File: config.mk
export PLATFORM = sky130hd
export DESIGN_NAME = decode_pipe_register
export DESIGN_NICKNAME = d
export VERILOG_FILES = /design/src/rtl/decode_pipe_register.sv
export SDC_FILE = /design/constraint.sdc
export NUM_CORES = 1
export LEC_CHECK = 0
export ABC_AREA = 1
export BUFFER_PORTS_ARGS = -buffer_cell sky130_fd_sc_hd__clkbuf_2
export CELL_PAD_IN_SITES_DETAIL_PLACEMENT = 0
export CELL_PAD_IN_SITES_GLOBAL_PLACEMENT = 2
export CORE_MARGIN = 2
export CORE_UTILIZATION = 25
export CTS_CLUSTER_SIZE = 8
export DETAILED_ROUTE_END_ITERATION = 7
export GPL_TIMING_DRIVEN = 1
export HOLD_SLACK_MARGIN = 0.08
export PLACE_DENSITY_LB_ADDON = 0.08
export SYNTH_ARGS = -nofsm -noshare
export SYNTH_HDL_FRONTEND = slang
export SYNTH_SLANG_ARGS = --single-unit
File: constraint.sdc
create_clock -name CLK -period 1.9 [get_ports CLK]
set_clock_uncertainty 0.2 [all_clocks]
set_input_delay 0.285 -clock CLK [delete_from_list [all_inputs] [get_ports CLK]]
set_output_delay 0.285 -clock CLK [all_outputs]
set_load 0.02 [all_outputs]
File: src/rtl/decode_pipe_register.sv
// decode_pipe_register: DEPTH-stage elastic valid/ready pipe for the decode control word.
// Optional stall statistics counter enabled by the DECODE_PIPE_STALL_CNT_EN macro.
`default_nettype none

module decode_pipe_register #(
  parameter int                CTRL_W    = 17,
  parameter int                DEPTH     = 1,
  parameter logic [CTRL_W-1:0] NOP_VALUE = {CTRL_W{1'b0}}
) (
  input  logic              CLK,
  input  logic              RST,
  input  logic              IN_VALID,
  output logic              IN_READY,
  input  logic [CTRL_W-1:0] IN_DATA,
  input  logic              FLUSH,
  output logic              OUT_VALID,
  input  logic              OUT_READY,
  output logic [CTRL_W-1:0] OUT_DATA,
  output logic [3:0]        OCCUPANCY,
  output logic [15:0]       STALL_CNT
);

  logic [DEPTH-1:0]             v_q, v_d;
  logic [DEPTH-1:0][CTRL_W-1:0] d_q, d_d;
  logic [DEPTH-1:0]             load;
  logic [3:0]                   occ_q, occ_d;
  logic                         gap;

  // A stage can take new content when it or any stage downstream has room.
  always_comb begin
    load = '0;
    gap  = OUT_READY;
    for (int i = DEPTH - 1; i >= 0; i--) begin
      gap     = gap | ~v_q[i];
      load[i] = gap;
    end
  end

  always_comb begin
    v_d = v_q;
    d_d = d_q;
    if (load[0]) begin
      v_d[0] = IN_VALID;
      if (IN_VALID) d_d[0] = IN_DATA;
    end
    for (int i = 1; i < DEPTH; i++) begin
      if (load[i]) begin
        v_d[i] = v_q[i-1];
        if (v_q[i-1]) d_d[i] = d_q[i-1];
      end
    end
    if (FLUSH) v_d = '0;
  end

  always_comb begin
    occ_d = '0;
    for (int i = 0; i < DEPTH; i++) occ_d = occ_d + {3'b000, v_d[i]};
  end

  always_ff @(posedge CLK or posedge RST) begin
    if (RST) begin
      v_q   <= '0;
      d_q   <= {DEPTH{NOP_VALUE}};
      occ_q <= '0;
    end else begin
      v_q   <= v_d;
      d_q   <= d_d;
      occ_q <= occ_d;
    end
  end

  assign IN_READY  = ~RST & (FLUSH | load[0]);
  assign OUT_VALID = v_q[DEPTH-1];
  assign OUT_DATA  = v_q[DEPTH-1] ? d_q[DEPTH-1] : NOP_VALUE;
  assign OCCUPANCY = occ_q;

`ifdef DECODE_PIPE_STALL_CNT_EN
  logic [15:0] stall_cnt_q, stall_cnt_d;

  // Saturating count of cycles where a live word is held by execute.
  always_comb begin
    stall_cnt_d = stall_cnt_q;
    if (v_q[DEPTH-1] && !OUT_READY && stall_cnt_q != 16'hFFFF)
      stall_cnt_d = stall_cnt_q + 16'd1;
  end

  always_ff @(posedge CLK or posedge RST) begin
    if (RST) stall_cnt_q <= '0;
    else     stall_cnt_q <= stall_cnt_d;
  end

  assign STALL_CNT = stall_cnt_q;
`else
  assign STALL_CNT = 16'h0000;
`endif

endmodule

`default_nettype wire

After elaboration in Yosys (flattened, before gate mapping)
Cells that the tools add are included.

Equality and inequality tests: 0. Order comparisons: 0. Multiply operators: 0. Bitwise gates (word level): 5. Reductions and logical operators: 2. Divide/modulo/power cells: 0. Shifts and indexed selects: 0. Multiplexer cells: 3. Add/sub/neg operators: 0.

Operator list (number): 2-to-1 mux 17 bit (1); 2-to-1 mux 1 bit (2); inverter 1 bit (2); bitwise OR 1 bit (2); AND reduction 2 bit (1); nonzero test 2 bit (1); bitwise AND 1 bit (1).

Output and inout port bits: 39. Memory bits (read-only): 0. Register bits: 18. Bits in latches: 0. Word-level logic and storage cells: 12. RAM bits: 0. Memories: 0.

Depth between registers and ports, before layout
Gate-level depths: netlist (run 1).

Word-level depth: 4. Depth in mapped cells: 6. Mapped depth without buffers: 5.

Worst setup path before layout (run 1)
OpenSTA, ideal clock, no wires.

Path type: register to output. Start point: reg, netlist name OCCUPANCY[0]. End point: out IN_READY. Cell stages (with the launch flop): 6. Path buffers: 2. Data arrival time: 1039 ps. Setup slack: 376 ps. Cell sequence: dfrtp_1 > buf_6 > nand2_4 > buf_8 > o21bai_1 > inv_1.

RTL lines: end: declaration (RTL line 13) `output logic IN_READY,`.

Final worst setup path (run 1)
Start point: in FLUSH. End point: out IN_READY.

Cells in the longest elaborated chain, start to end: 2.

Ends and longest elaborated chain: start: declaration (RTL line 15) `input logic FLUSH,`; bitwise OR 1 bit (RTL line 72) `assign IN_READY = ~RST & (FLUSH | load[0]);`; bitwise AND 1 bit (RTL line 72).

Every way passes these cells.

==> flow_summary.json, run 1 <==
{
  "clock-sinks": 18,
  "slew_viol_final": 0,
  "groute.usage.overall_pct": 10.99,
  "cts.htree.levels": 1,
  "ys_ff_latch": 18,
  "critPathKind": "in2out",
  "final_hold_viol_count": 0,
  "firstDrtPassIters": 4,
  "vdd_ir_drop_max_v": 0.0002556,
  "wire_length_reported_by_the_detailed_router_mm": 2.543,
  "flow.area_growth_from_synthesis_pct": 34.59,
  "yosys.cell_types.count": 14,
  "min_period_ns": 1.770,
  "design.die.area_mm2": 0.005052,
  "grt_max_degree": 19,
  "vias_per_cell": 3.840,
  "sequential_area_share_after_synthesis_pct": 40.04,
  "port_buffers": 41,
  "finish.cell_count_without_fillers": 250,
  "drc_viols": 0,
  "cts_made_buffers": 3,
  "n_antenna_cell": 0,
  "power.total_mw": 1.017,
  "post_route_fraction_of_the_period_consumed_by_the_critical_path_pct": 93.16,
  "cts-root-to-sink-buffers": 2,
  "result_of_the_run": "complete, no violations",
  "postSynth.asyncResetShare_pct": 100.0,
  "synthDominantAreaCellType": "dfrtp_1",
  "grt_pass1_wl_mm": 4.319,
  "detail_route.iter0.violations": 63,
  "crit-reg2reg-launch": "OCCUPANCY[0]$_DFFE_PP0P_",
  "top_level_ports": 61,
  "floorplan.die.width_um": 71.08,
  "cts_tree": "done",
  "critical_path_peak_fanout": 2,
  "ys_top_cells_by_count": "nand2_1, buf_4, inv_1",
  "worst_ep_required_time_ns": 1.41,
  "yosysWarnings": 0,
  "clk_root_buffer_cell": "clkbuf_8",
  "synth-edff-count": 0,
  "clock_latency_ns": 0.25,
  "fillerInstances": 488,
  "max_slew_margin_pct": 52.81,
  "layout_cells_sized_above_1_pct": 30.81,
  "crit_path_start_kind": "input pin",
  "critPathCaptureType": "primary output",
  "finalSetupViolCount": 0,
  "synth.avg_cell_area_um2": 8.092,
  "routabilityCongestion": 0.6592,
  "cap_viol_max_count": 0,
  "synthesis.area_mm2": 0.001125,
  "hpwl_mm": 1.860,
  "postSynthCellCount": 139,
  "achievable-frequency_ghz": 0.5650,
  "route.detailed.wl_per_inst_um": 10.17,
  "drtAntennaViolNets": 0,
  "design.core.area_mm2": 0.004354,
  "cts_setup_buffers": 0,
  "hold_path_class": "in2reg",
  "ys_top_cells_by_area": "dfrtp_1, nand2_1, buf_4",
  "post_dp_cell_area_mm2": 0.001269,
  "critical_path.startpoint": "FLUSH",
  "synthFlopType": "dfrtp_1",
  "cts_hold_repair.buffers": 19,
  "yosys.cell_count.top_type": "nand2_1",
  "ctsResizeCount": 0,
  "cellLeakagePower_nw": 0.9625,
  "hp-start": "OUT_READY",
  "initial_utilization_pct": 25.83,
  "power-per-cell-area_mw_per_mm2": 672.0,
  "rsz0062_at_grt": "no",
  "stdcell_area_mm2": 0.001514,
  "timing.setup.tns_ns": 0,
  "die_h_um": 71.08,
  "grt_pass1_vias": 926,
  "dpl.cell_count": 227,
  "critical_path_arrival_ns": 1.29,
  "post-synth-top-area-fraction_pct": 40.04,
  "gr-total-overflow": 0,
  "finish.net_count": 221,
  "rows": 24,
  "antenna_found_initial": 0,
  "detailroute.via_count": 960,
  "clk_pin_slew_worst_paths_ns": 0.07,
  "timing_worst_slew_pin_value_ns": 0.7070,
  "hold_slack_ns": 0.2188
}
## worst max-delay path: stages
cell and delay, ns:
dlygate4sd3_1 0.53, clkbuf_2 0.13, o21bai_1 0.14, inv_1 0.05, clkbuf_2 0.15
## final cells by class
| cell class | instances | area [um2] | area share, % |
|---|---|---|---|
| well taps | 52 | 65.06 | 4.298 |
| inverters | 21 | 78.83 | 5.207 |
| clock buffers | 4 | 55.05 | 3.636 |
| flip-flops and latches | 18 | 450.4 | 29.75 |
| multi-input cells | 91 | 439.2 | 29.01 |
| repair buffers | 64 | 425.4 | 28.10 |
## routing by layer
metal,GRT usage (%),up-vias,wire length [um]
met5,0,-,0
met4,3.774,0,34
met3,2.991,2,141
met2,17.86,35,1187
met1,14.12,436,1180
li1,-,487,-
## layout by cell type (no fill, tap or decap), drive strengths merged
| cell | instances |
|---|---|
| nand2 | 53 |
| clkbuf | 45 |
| inv | 21 |
| conb | 19 |
| dlygate4sd3 | 19 |
| dfrtp | 18 |
| nand3 | 17 |
| buf | 4 |
| o21bai | 1 |
| a21oi | 1 |
## power breakdown
group,internal (mW),switching (mW)
combinational,0.0969,0.161
sequential,0.425,0.0224
clock,0.184,0.128
total,0.706,0.311
## registers in the layout, summed over array words and instances, names as in the netlist
register and flops:
OCCUPANCY 1, d_q 17
## per-stage QoR
stage	utilization, %	setup slack [ns]
after floorplan	-	0.3763
after global placement	29.14	0.5006
after detailed placement	29.14	0.4917
after CTS	34.77	0.1241
after global routing	34.77	0.06609
final	34.77	0.1299
## worst paths after layout
path / end / slack (ns) / depth (start not counted)
max in group asynchronous: d_q[14]$_DFFE_PP0P_ / 0.58 / 3
setup reg to reg: d_q[7]$_DFFE_PP0P_ / 0.63 / 4
setup / recovery: IN_READY / 0.13 / 5
min in group asynchronous: OCCUPANCY[0]$_DFFE_PP0P_ / 0.48 / 3
hold reg to reg: d_q[8]$_DFFE_PP0P_ / 0.27 / 2
hold / removal: OCCUPANCY[0]$_DFFE_PP0P_ / 0.22 / 4
## cell families (layout without fill, tap and decap cells)
logic type | after synthesis | count (layout) | synth area share [%]
other cells | 1 | 19 | 0.3334
compound gates | 2 | 2 | 2.114
flops | 18 | 18 | 40.04
simple gates | 70 | 70 | 30.59
buf+inv | 48 | 89 | 26.92
Note: power is estimated with default switching activity, not from simulation.
==> run 2, diff against run 1 <==
CORE_MARGIN = default   (was 2)
SKIP_CTS_REPAIR_TIMING = 1   (was default)
==> run 2 against run 1 <==
Against the previous run: non-clock buffer count is 7 lower; first-iteration DRC count is 73% lower; maximum frequency is 0.12% lower; critical path depth stayed put; sequential share of layout area is 1.4 points higher; critical path type unchanged.
==> flow_summary.json, run 2 (synthesis results as in run 1) <==
{
  "critical_path.cell_chain": "dlygate4sd3_1, clkbuf_2, o21bai_1, inv_1, clkbuf_2",
  "cts-root-to-sink-buffers": 2,
  "flow.area_growth_from_synthesis_pct": 28.59,
  "cap_viol_max_count": 0,
  "drc_viols": 0,
  "critPathSlowestCell": "dlygate4sd3_1",
  "pre_cts_slack_ns": 0.4493,
  "cts_tree": "done",
  "utilization_pct": 33.45,
  "regArea_um2": 450.4,
  "hp-start": "IN_DATA[10]",
  "grt_pass1_vias": 798,
  "largest_reg_flops": 17,
  "slew_viol_final": 0,
  "crit_path_start_kind": "input pin",
  "n_antenna_cell": 0,
  "wire_length_reported_by_the_detailed_router_mm": 2.506,
  "antenna_found_initial": 0,
  "multi_input_comb_area_um2": 439.2,
  "design.core.area_mm2": 0.004324,
  "worst_slack_ns": 0.1277,
  "layout_commonest_cell": "nand2_1",
  "clock-sinks": 18,
  "design.die.area_mm2": 0.004771,
  "hpwl_mm": 1.736,
  "max_slew_margin_pct": 51.40,
  "critical_path.startpoint": "FLUSH",
  "achievable-frequency_ghz": 0.5642,
  "groute.usage.overall_pct": 10.42,
  "finish.net_count": 214,
  "finish.cell_count_without_fillers": 243,
  "timing.setup.tns_ns": 0,
  "worst_ep_required_time_ns": 1.41,
  "final_hold_viol_count": 0,
  "timing_worst_slew_pin_value_ns": 0.7282,
  "stdcell_area_mm2": 0.001446,
  "critical_path_arrival_ns": 1.29,
  "cts.htree.levels": 1,
  "dpl.cell_count": 226,
  "critPathCaptureType": "primary output",
  "min_period_ns": 1.772,
  "rows": 24,
  "hold_path_class": "in2reg",
  "post_dp_cell_area_mm2": 0.001261,
  "largest_incremental_delay_on_the_critical_path_ns": 0.53,
  "finalSetupViolCount": 0,
  "critical_path_peak_fanout": 2,
  "firstDrtPassIters": 4,
  "fillerInstances": 495,
  "initial_utilization_pct": 26.01,
  "port_buffers": 41,
  "grt_max_degree": 20,
  "clk_pin_slew_worst_paths_ns": 0.07,
  "cellLeakagePower_nw": 0.9323,
  "vias_per_cell": 3.860,
  "detailroute.via_count": 938,
  "layout_cells_sized_above_1_pct": 31.41,
  "most_used_cells_in_the_layout_excluding_fill_and_tap_cells": "nand2_1, clkbuf_2, inv_1, conb_1, dfrtp_1",
  "rsz0062_at_grt": "no",
  "critPathKind": "in2out",
  "cts_made_buffers": 3,
  "floorplan.die.width_um": 69.08,
  "post_route_fraction_of_the_period_consumed_by_the_critical_path_pct": 93.28,
  "gr-total-overflow": 0,
  "hold_slack_ns": 0.06815,
  "route.detailed.wl_per_inst_um": 10.31,
  "drtAntennaViolNets": 0,
  "detail_route.iter0.violations": 17,
  "result_of_the_run": "complete, no violations",
  "power-per-cell-area_mw_per_mm2": 698.1,
  "crit-reg2reg-launch": "OCCUPANCY[0]$_DFFE_PP0P_",
  "vdd_ir_drop_max_v": 0.0001949,
  "grt_pass1_wl_mm": 3.905,
  "clk_root_buffer_cell": "clkbuf_8",
  "power.total_mw": 1.010,
  "clock_latency_ns": 0.25,
  "largest_register": "d_q",
  "top_level_ports": 61,
  "die_h_um": 69.08,
  "cp_common_cell": "clkbuf_2",
  "routabilityCongestion": 0.6781
}
## run 2: cell types whose count changed in the layout (fill, tap and decap cells not counted)
cell	change
dlygate4sd3_1	-6
buf_4	-1
## run 2: critical path: cells and delay by family
kind	cells	cell delay, ns
buffers and inverters	4	0.86
AOI/OAI and AO/OA	1	0.14
## run 2: power breakdown
| group | leakage [nW] | switching [mW] | internal [mW] |
|---|---|---|---|
| sequential | 0.221 | 0.0220 | 0.425 |
| clock | 0.0288 | 0.132 | 0.184 |
| combinational | 0.683 | 0.160 | 0.0872 |
| total | 0.932 | 0.314 | 0.696 |
## run 2: layout make-up
class | count | share of cell area [%]
clock buffer | 4 | 3.806
timing repair buffer | 57 | 24.74
inverter | 21 | 5.450
tap | 52 | 4.498
multi-input combinational | 91 | 30.36
sequential | 18 | 31.14
## run 2: per-layer routing
metal  track usage [%]  share of wire (%)  vias up  wire (um)
met5                 0                  0        -          0
met2             15.97                 46       33       1160
li1                  -                  -      473          -
met4             4.762                1.2        0         29
met1             13.82                 47      430       1183
met3             2.485                5.3        2        132
## run 2: worst paths after layout
path	to	slack, ns	cells after the start
max	IN_READY	0.13	5
min	d_q[10]$_DFFE_PP0P_	0.07	3
max reg2reg	d_q[16]$_DFFE_PP0P_	0.64	4
min reg2reg	d_q[8]$_DFFE_PP0P_	0.27	2
max in group asynchronous	d_q[9]$_DFFE_PP0P_	0.55	3
min in group asynchronous	d_q[15]$_DFFE_PP0P_	0.48	3
==> run 3, diff against run 2 <==
REMOVE_ABC_BUFFERS = 1   (was default)
==> run 3 against run 2 <==
Against the previous run: sequential power hardly changed; core utilization down 1.1 points; largest cell class unchanged; clock power is 17% lower; final cell count shrank 1.6%; cell area down 3.2%; via count fell by 2.9%.
==> flow_summary.json, run 3 (synthesis results as in run 1) <==
{
  "clk_pin_slew_worst_paths_ns": 0.06,
  "r2r-end": "d_q[10]$_DFFE_PP0P_",
  "fillerInstances": 511,
  "worst_ep_required_time_ns": 1.41,
  "grt_max_degree": 19,
  "largest_register": "d_q",
  "drc_viols": 0,
  "hpwl_mm": 1.806,
  "clock-sinks": 18,
  "worstRegToRegCells": 4,
  "layout_cells_sized_above_1_pct": 32.09,
  "cts.htree.levels": 1,
  "timing_worst_slew_pin_value_ns": 0.7037,
  "crit_path_start_kind": "input pin",
  "cts_tree": "done",
  "routabilityCongestion": 0.6753,
  "power.total_mw": 0.9521,
  "grt_pass1_vias": 902,
  "critical_path_arrival_ns": 1.28,
  "critPathCaptureType": "primary output",
  "max_slew_margin_pct": 53.04,
  "post_dp_cell_area_mm2": 0.001269,
  "cts-root-to-sink-buffers": 2,
  "wire_length_reported_by_the_detailed_router_mm": 2.489,
  "slew_viol_final": 0,
  "top_level_ports": 61,
  "hold_slack_ns": 0.06189,
  "achievable-frequency_ghz": 0.5675,
  "clock_latency_ns": 0.25,
  "die_h_um": 69.08,
  "rrSetupSlack_ns": 0.55,
  "flow.area_growth_from_synthesis_pct": 24.47,
  "design.core.area_mm2": 0.004324,
  "detailroute.via_count": 911,
  "final_hold_viol_count": 0,
  "rows": 24,
  "cts_made_buffers": 3,
  "layout_commonest_cell": "nand2_1",
  "finalSetupViolCount": 0,
  "drtAntennaViolNets": 0,
  "critPathKind": "in2out",
  "gr-total-overflow": 0,
  "critical_path.startpoint": "FLUSH",
  "post_route_fraction_of_the_period_consumed_by_the_critical_path_pct": 92.75,
  "rsz0062_at_grt": "no",
  "antenna_found_initial": 0,
  "result_of_the_run": "complete, no violations",
  "power-per-cell-area_mw_per_mm2": 680.0,
  "design.die.area_mm2": 0.004771,
  "clk_root_buffer_cell": "clkbuf_8",
  "grt_pass1_wl_mm": 4.340,
  "detail_route.iter0.violations": 19,
  "port_buffers": 41,
  "crit-reg2reg-launch": "OCCUPANCY[0]$_DFFE_PP0P_",
  "groute.usage.overall_pct": 11.25,
  "min_period_ns": 1.762,
  "n_antenna_cell": 0,
  "hold_path_class": "in2reg",
  "initial_utilization_pct": 26.01,
  "most_used_cells_in_the_layout_excluding_fill_and_tap_cells": "nand2_1, clkbuf_2, inv_1, conb_1, dfrtp_1",
  "route.detailed.wl_per_inst_um": 10.41,
  "critical_path_peak_fanout": 2,
  "largest_reg_flops": 17,
  "firstDrtPassIters": 2,
  "vdd_ir_drop_max_v": 0.0001890,
  "vias_per_cell": 3.812,
  "floorplan.die.width_um": 69.08,
  "crit_path_end": "IN_READY",
  "cap_viol_max_count": 0,
  "cellLeakagePower_nw": 0.9135,
  "stdcell_area_mm2": 0.001400,
  "timing.setup.tns_ns": 0,
  "finish.net_count": 211
}
[run 3: changes by cell type in the layout (fill, tap and decap cells not counted), sizes merged]
cell         delta
clkbuf          -1
dlygate4sd3     -4
buf             +1
[run 3: metrics by stage]
stage | cells | utilization [%] | setup WS (ns)
6_report | 239 | 32.38 | 0.1377
5_1_grt | 239 | 32.38 | 0.05659
4_1_cts | 230 | 30.30 | 0.1662
3_5_place_dp | 227 | 29.34 | 0.4469
3_3_place_gp | 227 | 29.34 | 0.4632
2_1_floorplan | 130 | - | -0.01269
[run 3: area by class of cell]
| cell class | instances | area (um2) | share of cell area [%] |
|---|---|---|---|
| Inverter | 21 | 78.83 | 5.630 |
| Clock buffer | 3 | 41.29 | 2.949 |
| Tap cell | 52 | 65.06 | 4.647 |
| Multi-Input combinational cell | 91 | 439.2 | 31.37 |
| Timing Repair Buffer | 54 | 325.3 | 23.24 |
| Sequential cell | 18 | 450.4 | 32.17 |
[run 3: how the worst min path moves through the flow]
stage                                   start                        to  slack (ns)  cells past startpoint
after floorplan                           RST  OCCUPANCY[0]$_DFFE_PP0P_        0.02                      1
after global placement    d_q[15]$_DFFE_PP0P_       d_q[15]$_DFFE_PP0P_        0.25                      2
after detailed placement                  RST        d_q[9]$_DFFE_PP0P_        0.25                      2
after CTS                                 RST        d_q[9]$_DFFE_PP0P_       -0.03                      2
after global routing               IN_DATA[1]        d_q[1]$_DFFE_PP0P_        0.08                      3
final                              IN_DATA[2]        d_q[2]$_DFFE_PP0P_        0.06                      3
[run 3: power by group]
part / internal, mW / leakage [nW] / switching [mW]
Sequential: 0.425 / 0.221 / 0.0227
Combinational: 0.0835 / 0.671 / 0.158
Clock: 0.141 / 0.0216 / 0.122
Total: 0.649 / 0.914 / 0.303
[run 3: layer usage]
metal / routed length, um / vias up / track usage, %
li1: - / 468 / -
met1: 1196 / 417 / 15.74
met2: 1175 / 26 / 17.04
met3: 117 / 0 / 1.901
met4: 0 / 0 / 4.762
met5: 0 / - / 0
[run 3: worst max-delay path, cell delays in order]
cell           delay (ns)
dlygate4sd3_1        0.53
clkbuf_2             0.14
o21bai_1             0.13
inv_1                0.05
clkbuf_2             0.15
